## src/rtl/div_pkg.sv

```systemverilog
// Shared constants and state encoding for the sequential restoring divider.
package div_pkg;
    localparam int WIDTH_DEFAULT = 32;
    localparam int ITER_LAST     = WIDTH_DEFAULT - 1;
    localparam logic [WIDTH_DEFAULT-1:0] INT_MIN = 32'h8000_0000;
    localparam logic [WIDTH_DEFAULT-1:0] NEG_ONE = 32'hFFFF_FFFF;

    typedef enum logic [2:0] {
        S_IDLE = 3'd0,
        S_RUN  = 3'd1,
        S_FIX  = 3'd2,
        S_EXC  = 3'd3,
        S_DONE = 3'd4
    } div_state_e;
endpackage

```

## src/rtl/seq_divider_div_step.sv

```systemverilog
// One restoring shift/subtract step on unsigned magnitudes.
module div_step #(
    parameter int WIDTH = 32
) (
    input  logic [WIDTH-1:0] rem_i,
    input  logic [WIDTH-1:0] quo_i,
    input  logic [WIDTH-1:0] dvs_i,
    output logic [WIDTH-1:0] rem_o,
    output logic [WIDTH-1:0] quo_o
);
    logic [WIDTH:0] rem_sh;
    logic [WIDTH:0] trial;

    always_comb begin
        rem_sh = {rem_i, quo_i[WIDTH-1]};
        // rem < dvs <= 2^(WIDTH-1), so the MSB of the WIDTH+1 bit difference is the borrow
        trial  = rem_sh - {1'b0, dvs_i};
        if (!trial[WIDTH]) begin
            rem_o = trial[WIDTH-1:0];
            quo_o = {quo_i[WIDTH-2:0], 1'b1};
        end else begin
            rem_o = rem_sh[WIDTH-1:0];
            quo_o = {quo_i[WIDTH-2:0], 1'b0};
        end
    end
endmodule

```

## src/rtl/seq_divider.sv

```systemverilog
// Multicycle signed divider: sign-magnitude conversion, WIDTH restoring steps,
// sign fix-up, one-cycle ready pulse. Divide-by-zero and INT_MIN/-1 short-circuit.
module seq_divider
    import div_pkg::*;
#(
    parameter int WIDTH = WIDTH_DEFAULT,
    parameter int CNT_W = 6
) (
    input  logic             clock,
    input  logic             reset,
    input  logic             ctrl_DIV,
    input  logic [WIDTH-1:0] data_operandA,
    input  logic [WIDTH-1:0] data_operandB,
    output logic [WIDTH-1:0] data_result,
    output logic [WIDTH-1:0] data_remainder,
    output logic             data_exception,
    output logic             data_resultRDY,
    output logic             busy
);
    localparam logic [CNT_W-1:0] CNT_LAST = CNT_W'(WIDTH - 1);

    div_state_e       state_q, state_d;
    logic [CNT_W-1:0] cnt_q, cnt_d;
    logic [WIDTH-1:0] rem_q, rem_d, quo_q, quo_d, dvs_q, dvs_d, a_q, a_d;
    logic             qneg_q, qneg_d, rneg_q, rneg_d;
    logic [WIDTH-1:0] result_q, result_d, remainder_q, remainder_d;
    logic             exc_q, exc_d;
    logic [WIDTH-1:0] rem_nx, quo_nx;

    function automatic logic [WIDTH-1:0] mag(input logic [WIDTH-1:0] v);
        return v[WIDTH-1] ? -v : v;
    endfunction

    div_step #(.WIDTH(WIDTH)) u_step (
        .rem_i (rem_q),
        .quo_i (quo_q),
        .dvs_i (dvs_q),
        .rem_o (rem_nx),
        .quo_o (quo_nx)
    );

    always_comb begin
        state_d     = state_q;
        cnt_d       = cnt_q;
        rem_d       = rem_q;
        quo_d       = quo_q;
        dvs_d       = dvs_q;
        a_d         = a_q;
        qneg_d      = qneg_q;
        rneg_d      = rneg_q;
        result_d    = result_q;
        remainder_d = remainder_q;
        exc_d       = exc_q;
        case (state_q)
            S_IDLE, S_DONE: begin
                state_d = S_IDLE;
                if (ctrl_DIV) begin
                    a_d    = data_operandA;
                    rem_d  = '0;
                    quo_d  = mag(data_operandA);
                    dvs_d  = mag(data_operandB);
                    qneg_d = data_operandA[WIDTH-1] ^ data_operandB[WIDTH-1];
                    rneg_d = data_operandA[WIDTH-1];
                    cnt_d  = '0;
                    if (data_operandB == '0 ||
                        (data_operandA == WIDTH'(INT_MIN) && data_operandB == WIDTH'(NEG_ONE)))
                        state_d = S_EXC;
                    else
                        state_d = S_RUN;
                end
            end
            S_RUN: begin
                rem_d = rem_nx;
                quo_d = quo_nx;
                cnt_d = cnt_q + CNT_W'(1);
                if (cnt_q == CNT_LAST) begin
                    cnt_d   = '0;
                    state_d = S_FIX;
                end
            end
            S_FIX: begin
                result_d    = qneg_q ? -quo_q : quo_q;
                remainder_d = rneg_q ? -rem_q : rem_q;
                exc_d       = 1'b0;
                state_d     = S_DONE;
            end
            S_EXC: begin
                // A zero divisor magnitude only arises from B == 0; otherwise this is INT_MIN / -1
                if (dvs_q == '0) begin
                    result_d    = '0;
                    remainder_d = a_q;
                end else begin
                    result_d    = WIDTH'(INT_MIN);
                    remainder_d = '0;
                end
                exc_d   = 1'b1;
                state_d = S_DONE;
            end
            default: state_d = S_IDLE;
        endcase
    end

    always_ff @(posedge clock) begin
        if (reset) begin
            state_q     <= S_IDLE;
            cnt_q       <= '0;
            result_q    <= '0;
            remainder_q <= '0;
            exc_q       <= 1'b0;
        end else begin
            state_q     <= state_d;
            cnt_q       <= cnt_d;
            result_q    <= result_d;
            remainder_q <= remainder_d;
            exc_q       <= exc_d;
        end
    end

    always_ff @(posedge clock) begin
        rem_q  <= rem_d;
        quo_q  <= quo_d;
        dvs_q  <= dvs_d;
        a_q    <= a_d;
        qneg_q <= qneg_d;
        rneg_q <= rneg_d;
    end

    assign data_result    = result_q;
    assign data_remainder = remainder_q;
    assign data_exception = exc_q;
    assign data_resultRDY = (state_q == S_DONE);
    assign busy           = (state_q == S_RUN) || (state_q == S_FIX) || (state_q == S_EXC);
endmodule

```

## config.mk

```make
export PLATFORM = sky130hd
export DESIGN_NAME = seq_divider
export DESIGN_NICKNAME = d
export VERILOG_FILES = /design/src/rtl/div_pkg.sv /design/src/rtl/seq_divider_div_step.sv /design/src/rtl/seq_divider.sv
export SDC_FILE = /design/constraint.sdc
export NUM_CORES = 1
export LEC_CHECK = 0
export BUFFER_PORTS_ARGS = -buffer_cell sky130_fd_sc_hd__buf_4
export CORE_UTILIZATION = 60
export DETAILED_ROUTE_END_ITERATION = 10
export PLACE_DENSITY_LB_ADDON = 0.2
export SLEW_MARGIN = 40
export SYNTH_ARGS = -nofsm -noshare
export SYNTH_HDL_FRONTEND = slang
export SYNTH_SLANG_ARGS = --single-unit
```

## constraint.sdc

```tcl
create_clock -name clock -period 5.5 [get_ports clock]
set_input_delay 0.55 -clock clock [delete_from_list [all_inputs] [get_ports clock]]
set_output_delay 0.55 -clock clock [all_outputs]
set_load 0.02 [all_outputs]
```

==> run metrics <==
Worst Path Max Fanout 29; iteration count of the initial detailed-routing pass 5; DP Worst Slack 1.68 ns; Core Rows 51; Core Region 19500 um^2; # resized after CTS 0; Net Sw Frac 33.1%; portion of total power attributed to sequential cells 41.7%; remaining global-route overflow 0; Avg Synthesized Cell Area 9.41 um^2; top-area cell type share of the netlist area 32.5%; synthesized netlist net count 1372; share of the core filled with cells 71.1%; Antenna Nets Post-Route 0; Clock transition at path regs 0.06 ns; CTS HTree Levels 1; Initial Utilization 61.2%; cell area reported after detailed placement 13100 um^2; remaining design rule violation count 0; number of buffers added on ports 133; type of origin of the critical path flop; area leader, netlist edfxtp_1; top area cells in the synthesized netlist edfxtp_1 (33%), dfxtp_1 (12%), xnor2_1 (6.5%); fin area 13800 um^2; post-detail-place hpwl 22.5 mm; Leakage Power 5.40 nW; chip width 143 um; Max Clock Skew 0.00965 ns; Final min period 3.90 ns; fraction of the yosys area taken by sequential cells 44.9%; Post-synth EDFFs 129; Final Slew Violations 0; sum of negative setup slack 0 ns; wire length of the first global-routing pass 49.1 mm; WS Path Type flop to flop; final hold vios 0; overall global routing resource usage 30.7%; run status completed; Async SR Flop Fraction 0%; total clock buffers created by CTS 23; clock tree from TritonCTS yes; CTS sink cnt 203; fraction of final layout cells sized beyond drive strength 1 14.5%; area added between synthesis and finish 16.2%; Pwr Density 349 nW/um^2; die outline area 20400 um^2; number of buffers inserted for hold repair after clock tree synthesis 0; Ys Warns 0; portion of total power attributed to combinational logic 28.8%; vias in the first global route 9449; class of the tightest hold or removal check primary input to flop; number of I/O pins 134; number of max-cap violations 0; switching power summed over all nets 1.60 mW; Worst VDD drop 0.000290 V; Internal Pwr Total 3.23 mW; synthesized cell area 11900 um^2; Max-slew headroom 44.4%; DIE HEIGHT 143 um; maximum number of pins on one net before global-route repair 68; DR vias 10166; wire length per cell 18.7 um; maximum buffer depth of the clock tree 3; most used flip-flop cell after synthesis edfxtp_1; final setup violation count 0; required time reported for the critical path endpoint 5.85 ns; least setup slack across all paths after layout 1.60 ns; power after layout 4.83 mW; via density per instance 6.12; setup bufs post-CTS 0; Diodes inserted 0; distinct cell type count of the synthesized netlist 65; insertion delay to the later sink of the worst-skew pair 0.50 ns; critical path capture point type flop; root cell of the clock tree clkbuf_16; placer's final routability congestion estimate 0.931; flops & latches, synth 203; antenna violations before repair 0; Post-Syn Instances 1266; net count of the finished layout 1487; setup repair after global routing missed its margin no; share of the clock period used by the worst path 70.9%; Worst Tran Pin Value 0.835 ns; Initial DRC Count 828; portion of total power attributed to the clock network 29.5%; maximum clock frequency 256 MHz; data arrival time at the worst-slack endpoint 4.25 ns; total wirelength of the detailed-routed design 31.1 mm
-- stage by stage --
stage                     cells  hold WS (ns)
after global routing       1662         0.232
after detailed placement   1620         0.447
final                      1662         0.243
after global placement     1619         0.448
after CTS                  1661         0.224
after floorplan            1266         0.453
-- placed cells by master (no fill, tap or decap), drive strengths merged, types with 5 or more instances in the layout --
cell / count
a211oi: 8
a21o: 15
a21oi: 65
a221oi: 9
a22o: 6
a22oi: 26
and2: 5
buf: 144
clkbuf: 36
clkinv: 6
dfxtp: 74
edfxtp: 129
ha: 38
inv: 49
mux2i: 28
nand2: 131
nand2b: 19
nand3: 15
nand4: 14
nor2: 124
nor2b: 6
nor3: 31
nor4: 15
o21ai: 113
o21bai: 6
o31ai: 29
o41ai: 16
or2: 6
or3: 20
or4: 22
xnor2: 88
xor2: 56
-- path summary, 6_finish.rpt --
check	slack, ns	end	cells past startpoint	start
hold reg to reg	0.46	data_remainder[12]	2	data_remainder[12]
hold / removal	0.24	a_q[26]	1	data_operandA[26]
setup reg to reg	1.60	rem_q[0]	10	rem_q[8]
setup / recovery	1.60	rem_q[0]	10	rem_q[8]
-- registers in the layout, indices dropped and copies added, names as in the netlist --
name / cells
quo_q: 32
data_result: 32
rem_q: 32
state_q: 3
data_remainder: 32
a_q: 32
cnt_q: 6
dvs_q: 32
qneg_q: 1
data_exception: 1
-- power groups by stage --
stage / registers (mW) / logic [mW] / clock network, mW
finish: 2.01 / 1.39 / 1.42
CTS: 2.01 / 1.37 / 1.44
floorplan: 1.99 / 1.01 / 0
global placement: 2.04 / 1.33 / 0
detailed placement: 2.04 / 1.36 / 0
global route: 2.03 / 1.53 / 1.50
-- final cells by class --
| type | count | area [um^2] |
|---|---|---|
| Tap cell | 265 | 332 |
| Fill cell | 1481 | 5620 |
| Multi-Input combinational cell | 959 | 6190 |
| Clock inverter | 5 | 27.5 |
| Inverter | 50 | 189 |
| Sequential cell | 203 | 5360 |
| Timing Repair Buffer | 144 | 1090 |
| Clock buffer | 36 | 654 |
-- layer usage --
| metal | vias to the layer above | wire [um] | global-route usage (%) |
|---|---|---|---|
| met5 | - | 0 | 0 |
| met4 | 0 | 1080 | 11.3 |
| met3 | 65 | 1860 | 3.66 |
| met2 | 331 | 14400 | 49.2 |
| met1 | 4927 | 13800 | 42.9 |
| li1 | 4843 | - | - |
-- synth_stat cells, drive strengths merged (2+ instances only) --
master   number
a211oi        8
a311oi        2
nand2       131
a221oi        9
a221o         2
ha           38
or3b          2
or4          22
a21oi        65
nand2b       19
nor2b         6
buf           7
o21bai        6
nand3        15
clkbuf       47
mux2i        28
xor2         56
o211ai        2
dfxtp        74
and2          5
o41ai        16
or3          20
o2111ai       3
nor2        124
or2           6
nor4         15
o21a          3
inv          50
mux2          2
a21boi        3
and3          4
o21ai       113
nor3         31
xnor2        88
and4          2
o31ai        29
nand3b        3
a22oi        26
nand4        14
a211o         2
a31o          2
a21o         15
a22o          6
edfxtp      129
o22ai         3
-- cell families (layout without fill, tap and decap cells) --
| family | count (synthesis) | in the layout | share of synthesized area, % |
|---|---|---|---|
| compound gates | 324 | 324 | 17.5 |
| xor+xnor | 144 | 144 | 10.6 |
| fa+ha+maj | 39 | 39 | 4.16 |
| buf+inv | 104 | 235 | 3.28 |
| flops | 203 | 203 | 44.9 |
| mux | 30 | 30 | 2.54 |
| simple gates | 422 | 422 | 17.0 |
-- critical path, cell delays in order, from the launching register on --
cell	delay, ns
edfxtp_1	0.49
ha_1	0.44
and3_1	0.27
a221o_1	0.36
o21bai_1	0.25
nand3_1	0.20
a311oi_1	0.47
xnor2_2	0.26
buf_4	0.49
mux2_2	0.40
nor2_1	0.10
Power figures use the tool's default switching activity.
